## src/rtl/instr_encode_if.sv

```systemverilog
// instr_encode_if: request fields plus both valid/ready handshakes of the instruction encoder.
interface instr_encode_if;
  logic        i_valid;
  logic        o_in_ready;
  logic [2:0]  i_fmt;
  logic [6:0]  i_opcode;
  logic [2:0]  i_funct3;
  logic [6:0]  i_funct7;
  logic [4:0]  i_rd;
  logic [4:0]  i_rs1;
  logic [4:0]  i_rs2;
  logic [31:0] i_imm;
  logic        o_valid;
  logic        i_out_ready;
  logic [31:0] o_instr;
  logic        o_err;
  logic [7:0]  o_err_count;
  modport master (
    output i_valid, i_fmt, i_opcode, i_funct3, i_funct7, i_rd, i_rs1, i_rs2, i_imm, i_out_ready,
    input  o_in_ready, o_valid, o_instr, o_err, o_err_count
  );
  modport slave (
    input  i_valid, i_fmt, i_opcode, i_funct3, i_funct7, i_rd, i_rs1, i_rs2, i_imm, i_out_ready,
    output o_in_ready, o_valid, o_instr, o_err, o_err_count
  );
endinterface

```

## src/rtl/instr_encode.sv

```systemverilog
// instr_encode: RV32I word assembly with immediate range checks and a 2-entry output queue.
module instr_encode (
  input logic          i_clk,
  input logic          i_rst,
  instr_encode_if.slave enc
);
  localparam logic [31:0] NOP = 32'h0000_0013;
  logic [31:0] imm;
  logic        ok_is, ok_b, ok_u, ok_j;
  logic [31:0] word;
  logic        err;
  logic [31:0] q_word [2];
  logic [1:0]  q_err;
  logic        rp, wp;
  logic [1:0]  count;
  logic [7:0]  err_count;
  logic        push, pop;
  assign imm   = enc.i_imm;
  assign ok_is = &imm[31:11] | ~|imm[31:11];
  assign ok_b  = (&imm[31:12] | ~|imm[31:12]) & ~imm[0];
  assign ok_u  = ~|imm[11:0];
  assign ok_j  = (&imm[31:20] | ~|imm[31:20]) & ~imm[0];
  always_comb begin
    word = NOP;
    err  = 1'b0;
    case (enc.i_fmt)
      3'd0: word = {enc.i_funct7, enc.i_rs2, enc.i_rs1, enc.i_funct3, enc.i_rd, enc.i_opcode};
      3'd1: begin
        err  = ~ok_is;
        word = {imm[11:0], enc.i_rs1, enc.i_funct3, enc.i_rd, enc.i_opcode};
      end
      3'd2: begin
        err  = ~ok_is;
        word = {imm[11:5], enc.i_rs2, enc.i_rs1, enc.i_funct3, imm[4:0], enc.i_opcode};
      end
      3'd3: begin
        err  = ~ok_b;
        word = {imm[12], imm[10:5], enc.i_rs2, enc.i_rs1, enc.i_funct3, imm[4:1], imm[11], enc.i_opcode};
      end
      3'd4: begin
        err  = ~ok_u;
        word = {imm[31:12], enc.i_rd, enc.i_opcode};
      end
      3'd5: begin
        err  = ~ok_j;
        word = {imm[20], imm[10:1], imm[11], imm[19:12], enc.i_rd, enc.i_opcode};
      end
      default: err = 1'b1;
    endcase
    word = err ? NOP : word;
  end
  // in_ready depends only on stored count, so a pop at full never admits a push that cycle
  assign enc.o_in_ready  = count != 2'd2;
  assign enc.o_valid     = count != 2'd0;
  assign enc.o_instr     = q_word[rp];
  assign enc.o_err       = q_err[rp];
  assign enc.o_err_count = err_count;
  assign push = enc.i_valid & enc.o_in_ready;
  assign pop  = enc.o_valid & enc.i_out_ready;
  always_ff @(posedge i_clk or posedge i_rst) begin
    if (i_rst) begin
      q_word[0] <= '0;
      q_word[1] <= '0;
      q_err     <= '0;
      rp        <= 1'b0;
      wp        <= 1'b0;
      count     <= '0;
      err_count <= '0;
    end else begin
      if (push) begin
        q_word[wp] <= word;
        q_err[wp]  <= err;
        wp         <= ~wp;
        if (err && err_count != 8'hff) err_count <= err_count + 8'd1;
      end
      if (pop) rp <= ~rp;
      count <= count + {1'b0, push} - {1'b0, pop};
    end
  end
endmodule

```

## src/flat_wrapper.sv

```systemverilog
// flat-port wrapper written by rule: the top's interface ports become plain ports
module instr_encode_flat 
  (i_clk, i_rst, enc_i_valid, enc_i_fmt, enc_i_opcode, enc_i_funct3, enc_i_funct7, enc_i_rd, enc_i_rs1, enc_i_rs2, enc_i_imm, enc_i_out_ready, enc_o_in_ready, enc_o_valid, enc_o_instr, enc_o_err, enc_o_err_count);
  instr_encode_if enc_i ();
  input logic i_clk;
  input logic i_rst;
  input wire logic [$bits(enc_i.i_valid)-1:0] enc_i_valid;
  input wire logic [$bits(enc_i.i_fmt)-1:0] enc_i_fmt;
  input wire logic [$bits(enc_i.i_opcode)-1:0] enc_i_opcode;
  input wire logic [$bits(enc_i.i_funct3)-1:0] enc_i_funct3;
  input wire logic [$bits(enc_i.i_funct7)-1:0] enc_i_funct7;
  input wire logic [$bits(enc_i.i_rd)-1:0] enc_i_rd;
  input wire logic [$bits(enc_i.i_rs1)-1:0] enc_i_rs1;
  input wire logic [$bits(enc_i.i_rs2)-1:0] enc_i_rs2;
  input wire logic [$bits(enc_i.i_imm)-1:0] enc_i_imm;
  input wire logic [$bits(enc_i.i_out_ready)-1:0] enc_i_out_ready;
  output wire logic [$bits(enc_i.o_in_ready)-1:0] enc_o_in_ready;
  output wire logic [$bits(enc_i.o_valid)-1:0] enc_o_valid;
  output wire logic [$bits(enc_i.o_instr)-1:0] enc_o_instr;
  output wire logic [$bits(enc_i.o_err)-1:0] enc_o_err;
  output wire logic [$bits(enc_i.o_err_count)-1:0] enc_o_err_count;
  assign enc_i.i_valid = enc_i_valid;
  assign enc_i.i_fmt = enc_i_fmt;
  assign enc_i.i_opcode = enc_i_opcode;
  assign enc_i.i_funct3 = enc_i_funct3;
  assign enc_i.i_funct7 = enc_i_funct7;
  assign enc_i.i_rd = enc_i_rd;
  assign enc_i.i_rs1 = enc_i_rs1;
  assign enc_i.i_rs2 = enc_i_rs2;
  assign enc_i.i_imm = enc_i_imm;
  assign enc_i.i_out_ready = enc_i_out_ready;
  assign enc_o_in_ready = enc_i.o_in_ready;
  assign enc_o_valid = enc_i.o_valid;
  assign enc_o_instr = enc_i.o_instr;
  assign enc_o_err = enc_i.o_err;
  assign enc_o_err_count = enc_i.o_err_count;
  instr_encode u_core (.i_clk(i_clk), .i_rst(i_rst), .enc(enc_i));
endmodule
```

## config.mk

```make
export PLATFORM = sky130hd
export DESIGN_NAME = instr_encode_flat
export DESIGN_NICKNAME = d
export VERILOG_FILES = /design/src/rtl/instr_encode_if.sv /design/src/rtl/instr_encode.sv /design/src/flat_wrapper.sv
export SDC_FILE = /design/constraint.sdc
export NUM_CORES = 1
export LEC_CHECK = 0
export ABC_AREA = 1
export CAP_MARGIN = 20
export CORE_MARGIN = 1.5
export CORE_UTILIZATION = 48
export DETAILED_ROUTE_END_ITERATION = 16
export PLACE_DENSITY = 0.84
export SYNTH_ARGS = -nofsm -noshare
export SYNTH_HDL_FRONTEND = slang
export SYNTH_SLANG_ARGS = --single-unit
```

## constraint.sdc

```tcl
create_clock -name i_clk -period 3.55 [get_ports i_clk]
set_input_delay 0.71 -clock i_clk [delete_from_list [all_inputs] [get_ports i_clk]]
set_output_delay 0.71 -clock i_clk [all_outputs]
set_load 0.02 [all_outputs]
```

* After elaboration in Yosys (flattened, before gate mapping) *
Cells that the tools add are included.
W data, S select, Z words.

operators by class
  $add $sub $neg = 3
  $lt $le $gt $ge = 6
  equality and inequality tests = 7
  muxes and demuxes = 14
  bitwise gates (word level) = 15
  reduce and logical (&&, ||, !) cells = 17

operators by type and width
  cell                   number
  $pmux W32 S6           1
  $mux W32               5
  $bwmux W64             1
  $demux W32 S1          1
  $reduce_or A12 Y1      2
  $reduce_and A21 Y1     1
  $reduce_or A21 Y1      1
  $reduce_and A20 Y1     1
  $reduce_or A20 Y1      1
  $reduce_and A12 Y1     1
  $add A8 B1 Y8 const B  1
  $ne A8 B8 Y1 const B   1
  $eq A3 B2 Y1 const B   2
  $eq A3 B3 Y1 const B   2
  $not A1 Y1             6
  $pmux W1 S5            1
  $and A1 B1 Y1          4
  $ge A2 B2 Y1 const B   2
  $lt A1 B2 Y1 const B   2
  $not A1 Y2             2
  $eq A3 B1 Y1 const B   1
  $logic_and A1 B1 Y1    3
  $logic_not A1 Y1       3
  $logic_not A3 Y1       1
  other kinds (12)       16

word-level totals
  register bits = 78
  output and inout bits = 43

* Depth between registers and ports, before layout *
  depth in word-level cells = 8
  gate-level depth with buffers = 14

* Worst setup path after synthesis *
Ideal clock, no wire load.

  path type = in2reg
  start = in enc_i_imm[26]
  end = reg u_core.q_word[4] in the netlist's numbering
  arrival time = 1,784 ps
  setup slack = 1,650 ps
  cell stages on the path = 13
  path buffers = 1
  cell sequence = nor2_1 nand2_1 nor2_2 nand2_1 nand2_1 nand2_1 a21oi_4 nand3_4 inv_4 buf_6 nand2_2 nand2_1 nand2_1

between the ends
  longest elaborated chain between the ends = 8

ends and longest elaborated chain
  what                                                    RTL line                                text
  start, declared                                         flat_wrapper.sv:15                      input wire logic [$bits(enc_i.i_imm)-1:0] enc_i_imm;
  $reduce_or A20 Y1 or $reduce_or A12 Y1 (tied branches)  instr_encode.sv:20, instr_encode.sv:22
  $logic_not A1 Y1, on equally long branches              instr_encode.sv:20, instr_encode.sv:22
  $or A1 B1 Y1, on equally long branches                  instr_encode.sv:20, instr_encode.sv:22
  $and A1 B1 Y1, on equally long branches                 instr_encode.sv:20, instr_encode.sv:22
  $not A1 Y1, on equally long branches                    instr_encode.sv:37, instr_encode.sv:45
  $pmux W1 S5 (*)                                         instr_encode.sv:26                      case (enc.i_fmt)
  $mux W32 (*)                                            instr_encode.sv:50                      word = err ? NOP : word;
  $bwmux W64 (*)                                          instr_encode.sv:71                      q_word[wp] <= word;
  end signal, assigned by index                           instr_encode.sv:71
  end, declared                                           instr_encode.sv:12                      logic [31:0] q_word [2];

Mark *: on every way between the ends. The rest lies on a longest branch, timed or not.
A chain may end at the register's enable or synchronous reset.

* Worst setup path in the final report *
  start = in enc_i_fmt[2]
  end = reg u_core.err_count[0], in the netlist u_core.enc.o_err_count[0]

between the ends
  longest elaborated chain between the ends = 5

ends and longest elaborated chain
  what                                          RTL line            text
  start, declared                               flat_wrapper.sv:8   input wire logic [$bits(enc_i.i_fmt)-1:0] enc_i_fmt;
  $eq A3 B1 Y1 or $eq A3 B2 Y1 (tied branches)  instr_encode.sv:26
  $reduce_or A2 Y1 (no line)                    n/a
  $pmux W1 S5 (*)                               instr_encode.sv:26
  $logic_and A1 B1 Y1 (*)                       instr_encode.sv:74  if (err && err_count != 8'hff) err_count <= err_count + 8'd1;
  $reduce_and A2 Y1 (no line) (*)               n/a
  end signal, assigned                          instr_encode.sv:74
  end, declared                                 instr_encode.sv:16  logic [7:0] err_count;

Marked as above.

==> results.json <==
{
  "status": "finished, final reports clean",
  "cts_made_buffers": 9,
  "wl_per_cell_um": 14.3,
  "proportion_of_synthesized_chip_area_in_sequential_cells": 0.430,
  "min_path_type": "reg2reg",
  "worst_clock_skew_ns": 0.0102,
  "tritoncts": "done",
  "timing.final.setup_violations": 0,
  "grt_usage": 0.260,
  "placedCellCount": 858,
  "grt_max_degree": 35,
  "cts_post_setup_buffers_inserted": 0,
  "finalWeightedCongestion": 0.948,
  "root_buffer": "sky130_fd_sc_hd__clkbuf_8",
  "drive_gt1_frac": 0.0681,
  "drt.antenna.violating_nets": 0,
  "timing.setup.critical_path_class": "in2reg",
  "clk_latency_ns": 0.35,
  "worst_slew_pin_slew_ns": 1.06,
  "shortest_clock_period_the_worst_path_allows_after_layout_ns": 2.77,
  "mappedNetlistNets": 726,
  "synth_seq_cells": 78,
  "cts-htree-levels": 3,
  "critical_path_required_ns": 3.80,
  "finalHoldViolCount": 0,
  "max-cap-violations": 0,
  "yosys_warnings": 0,
  "power_leakage_uw": 0.00309,
  "dpl-instance-area_um2": 5720,
  "nets": 833,
  "maximum_net_fanout_on_the_critical_path": 27,
  "detailedRoute.firstPassIterationCount": 5,
  "via_count": 4529,
  "fin_crit_sh": 0.780,
  "synth-async-reset-ratio": 1.00,
  "maximum_clock_insertion_buffer_count": 2,
  "clock-sinks": 78,
  "rsz0062_at_grt": "false",
  "synth.avg_cell_area_um2": 6.95,
  "cp_data_arrival_time_ns": 3.02,
  "clock_slew_at_the_register_clock_pins_of_the_worst_setup_and_hold_paths_ns": 0.09,
  "synth.top_cells.by_area": "sky130_fd_sc_hd__dfrtp_1, sky130_fd_sc_hd__nand2_1, sky130_fd_sc_hd__nand3_1",
  "pin_count": 114,
  "timing.critical_path.to_type": "register",
  "post_cts_resize_count": 0,
  "fillCellCount": 794,
  "start_kind": "input port",
  "finish.instance_area_um2": 5960,
  "postSynthCellCount": 652,
  "vdd_drop_max_uv": 322,
  "fp.dieW_um": 100,
  "most_instantiated_flip_flop_cell_in_the_synthesis_netlist": "sky130_fd_sc_hd__dfrtp_1",
  "post_synth_instance_area_um2": 4530,
  "timing_max_transition_violations_final": 0,
  "post-dp-hpwl_um": 8900,
  "die-area_um2": 10000,
  "rows": 35,
  "totalWireLength_um": 12500,
  "floorplan_core_area_um2": 9200,
  "cts_hold_buf": 0,
  "fin_setup_tns_ns": 0,
  "post_layout_instance_count_excluding_filler_cells": 875,
  "global_route.overflow_total": 0,
  "via_count_of_the_first_global_routing_pass": 4396,
  "achievable-frequency_mhz": 361,
  "synth_largest_area_cell": "sky130_fd_sc_hd__dfrtp_1",
  "chipHeight_um": 100,
  "seq_area_um2": 1950,
  "remaining_drc_errors": 0,
  "synth_enable_flop_cells": 0,
  "area_used_by_multi_input_combinational_logic_um2": 2260,
  "flow.area_growth_from_synthesis_pct": 31.5,
  "grt_first_pass_wirelength_um": 20700,
  "antenna_found_initial": 0,
  "synth_largest_type_area_fraction": 0.430,
  "power_density_nw_per_um2": 724,
  "max-slew-margin-rel": 0.290,
  "antenna_fix_cells": 0,
  "finalHoldWorstSlack_ns": 0.484,
  "avgViaCountPerCell": 5.18,
  "yosysUniqueCellTypes": 30,
  "initial_core_util": 0.493,
  "total_power_uw": 4320,
  "io_buffer_count": 113,
  "dr.first_iter.drc_count": 284
}
-- per-stage QoR --
stage	setup slack, ns	util
2_1_floorplan	0.845	-
3_3_place_gp	0.553	0.622
3_5_place_dp	0.438	0.622
4_1_cts	0.374	0.646
5_1_grt	0.665	0.649
6_report	0.782	0.649
-- cell usage in the layout (no fill, tap or decap), types with 4 or more instances in the layout --
cell type	n
sky130_fd_sc_hd__mux2i_1	8
sky130_fd_sc_hd__inv_2	4
sky130_fd_sc_hd__xor2_1	5
sky130_fd_sc_hd__clkbuf_8	9
sky130_fd_sc_hd__o21ai_0	7
sky130_fd_sc_hd__nor2_4	10
sky130_fd_sc_hd__nor2_1	34
sky130_fd_sc_hd__dfrtp_1	78
sky130_fd_sc_hd__clkdlybuf4s50_1	113
sky130_fd_sc_hd__nand2_1	348
sky130_fd_sc_hd__nand3_1	43
sky130_fd_sc_hd__inv_1	41
sky130_fd_sc_hd__buf_4	8
sky130_fd_sc_hd__nand4_1	11
sky130_fd_sc_hd__o211ai_1	7
sky130_fd_sc_hd__nor2_2	7
sky130_fd_sc_hd__nand2_2	4
-- power breakdown --
group / total [µW] / internal (µW) / switching, µW / leakage [µW]
Combinational: 2080 / 851 / 1230 / 0.00196
Sequential: 1480 / 1260 / 223 / 0.00103
Clock: 750 / 402 / 348 / 0.000105
Total: 4320 / 2520 / 1800 / 0.00309
-- layer usage --
metal,GRT usage,up-vias,wire (µm)
li1,-,2225,-
met1,0.338,2114,5360
met2,0.445,172,6190
met3,0.0334,18,698
met4,0.0997,0,265
met5,0,-,0
-- logic make-up (layout without fill, tap and decap cells) --
| logic type | after synthesis | count (layout) | synth area share |
|---|---|---|---|
| multiplexers | 8 | 8 | 0.0177 |
| buffers and inverters | 74 | 186 | 0.0717 |
| AND/OR/NAND/NOR | 461 | 461 | 0.426 |
| XOR/XNOR | 8 | 8 | 0.0155 |
| flip-flops | 78 | 78 | 0.430 |
| AO/OA/AOI/OAI | 20 | 20 | 0.0301 |
| adder cells (fa/ha/maj) | 3 | 3 | 0.00828 |
-- critical path, stage by stage --
cell                              delay, ns
sky130_fd_sc_hd__clkdlybuf4s50_1       0.56
sky130_fd_sc_hd__nor2_2                0.21
sky130_fd_sc_hd__inv_1                 0.10
sky130_fd_sc_hd__nor2_1                0.18
sky130_fd_sc_hd__nand2_1               0.13
sky130_fd_sc_hd__nand3_4               0.11
sky130_fd_sc_hd__buf_4                 0.43
sky130_fd_sc_hd__nand3_1               0.36
sky130_fd_sc_hd__nand2_1               0.16
sky130_fd_sc_hd__nand2_1               0.07
-- Yosys cell counts (4+ instances only) --
| cell type | number |
|---|---|
| sky130_fd_sc_hd__nand3_1 | 43 |
| sky130_fd_sc_hd__nand4_1 | 11 |
| sky130_fd_sc_hd__nand2_1 | 348 |
| sky130_fd_sc_hd__buf_2 | 6 |
| sky130_fd_sc_hd__nor2_4 | 10 |
| sky130_fd_sc_hd__nor2_2 | 7 |
| sky130_fd_sc_hd__dfrtp_1 | 78 |
| sky130_fd_sc_hd__clkbuf_1 | 15 |
| sky130_fd_sc_hd__mux2i_1 | 8 |
| sky130_fd_sc_hd__xor2_1 | 5 |
| sky130_fd_sc_hd__o211ai_1 | 7 |
| sky130_fd_sc_hd__o21ai_0 | 7 |
| sky130_fd_sc_hd__nor2_1 | 34 |
| sky130_fd_sc_hd__nand2_2 | 4 |
| sky130_fd_sc_hd__inv_1 | 42 |
-- layout make-up --
type                    count  area share
clock buffers              10      0.0214
clock inverters             6      0.0159
inverters                  48      0.0306
multi-input cells         500       0.378
flip-flops and latches     78       0.327
well taps                 111      0.0233
repair buffers            122       0.203
-- flip-flops by register name, summed over array words and instances, names as in the netlist --
register                flops
u_core.enc.o_err_count      8
u_core.q_word              64
u_core.wp                   1
u_core.q_err                2
u_core.rp                   1
u_core.count                2
-- final timing paths --
check | start | slack (ns) | endpoint | cells after the start
worst max-delay path | enc_i_fmt[2] | 0.78 | u_core.enc.o_err_count[0]$_DFFE_PP0P_ | 10
worst min-delay path | u_core.q_word[15]$_DFFE_PP0P_ | 0.48 | u_core.q_word[15]$_DFFE_PP0P_ | 2
worst max register to register | u_core.count[1]$_DFF_PP0_ | 1.63 | u_core.q_word[11]$_DFFE_PP0P_ | 7
worst min register to register | u_core.q_word[15]$_DFFE_PP0P_ | 0.48 | u_core.q_word[15]$_DFFE_PP0P_ | 2
max in group asynchronous | i_rst | 1.93 | u_core.q_word[44]$_DFFE_PP0P_ | 3
min in group asynchronous | i_rst | 0.79 | u_core.q_word[28]$_DFFE_PP0P_ | 2
Note: power is estimated with default switching activity, not from simulation.
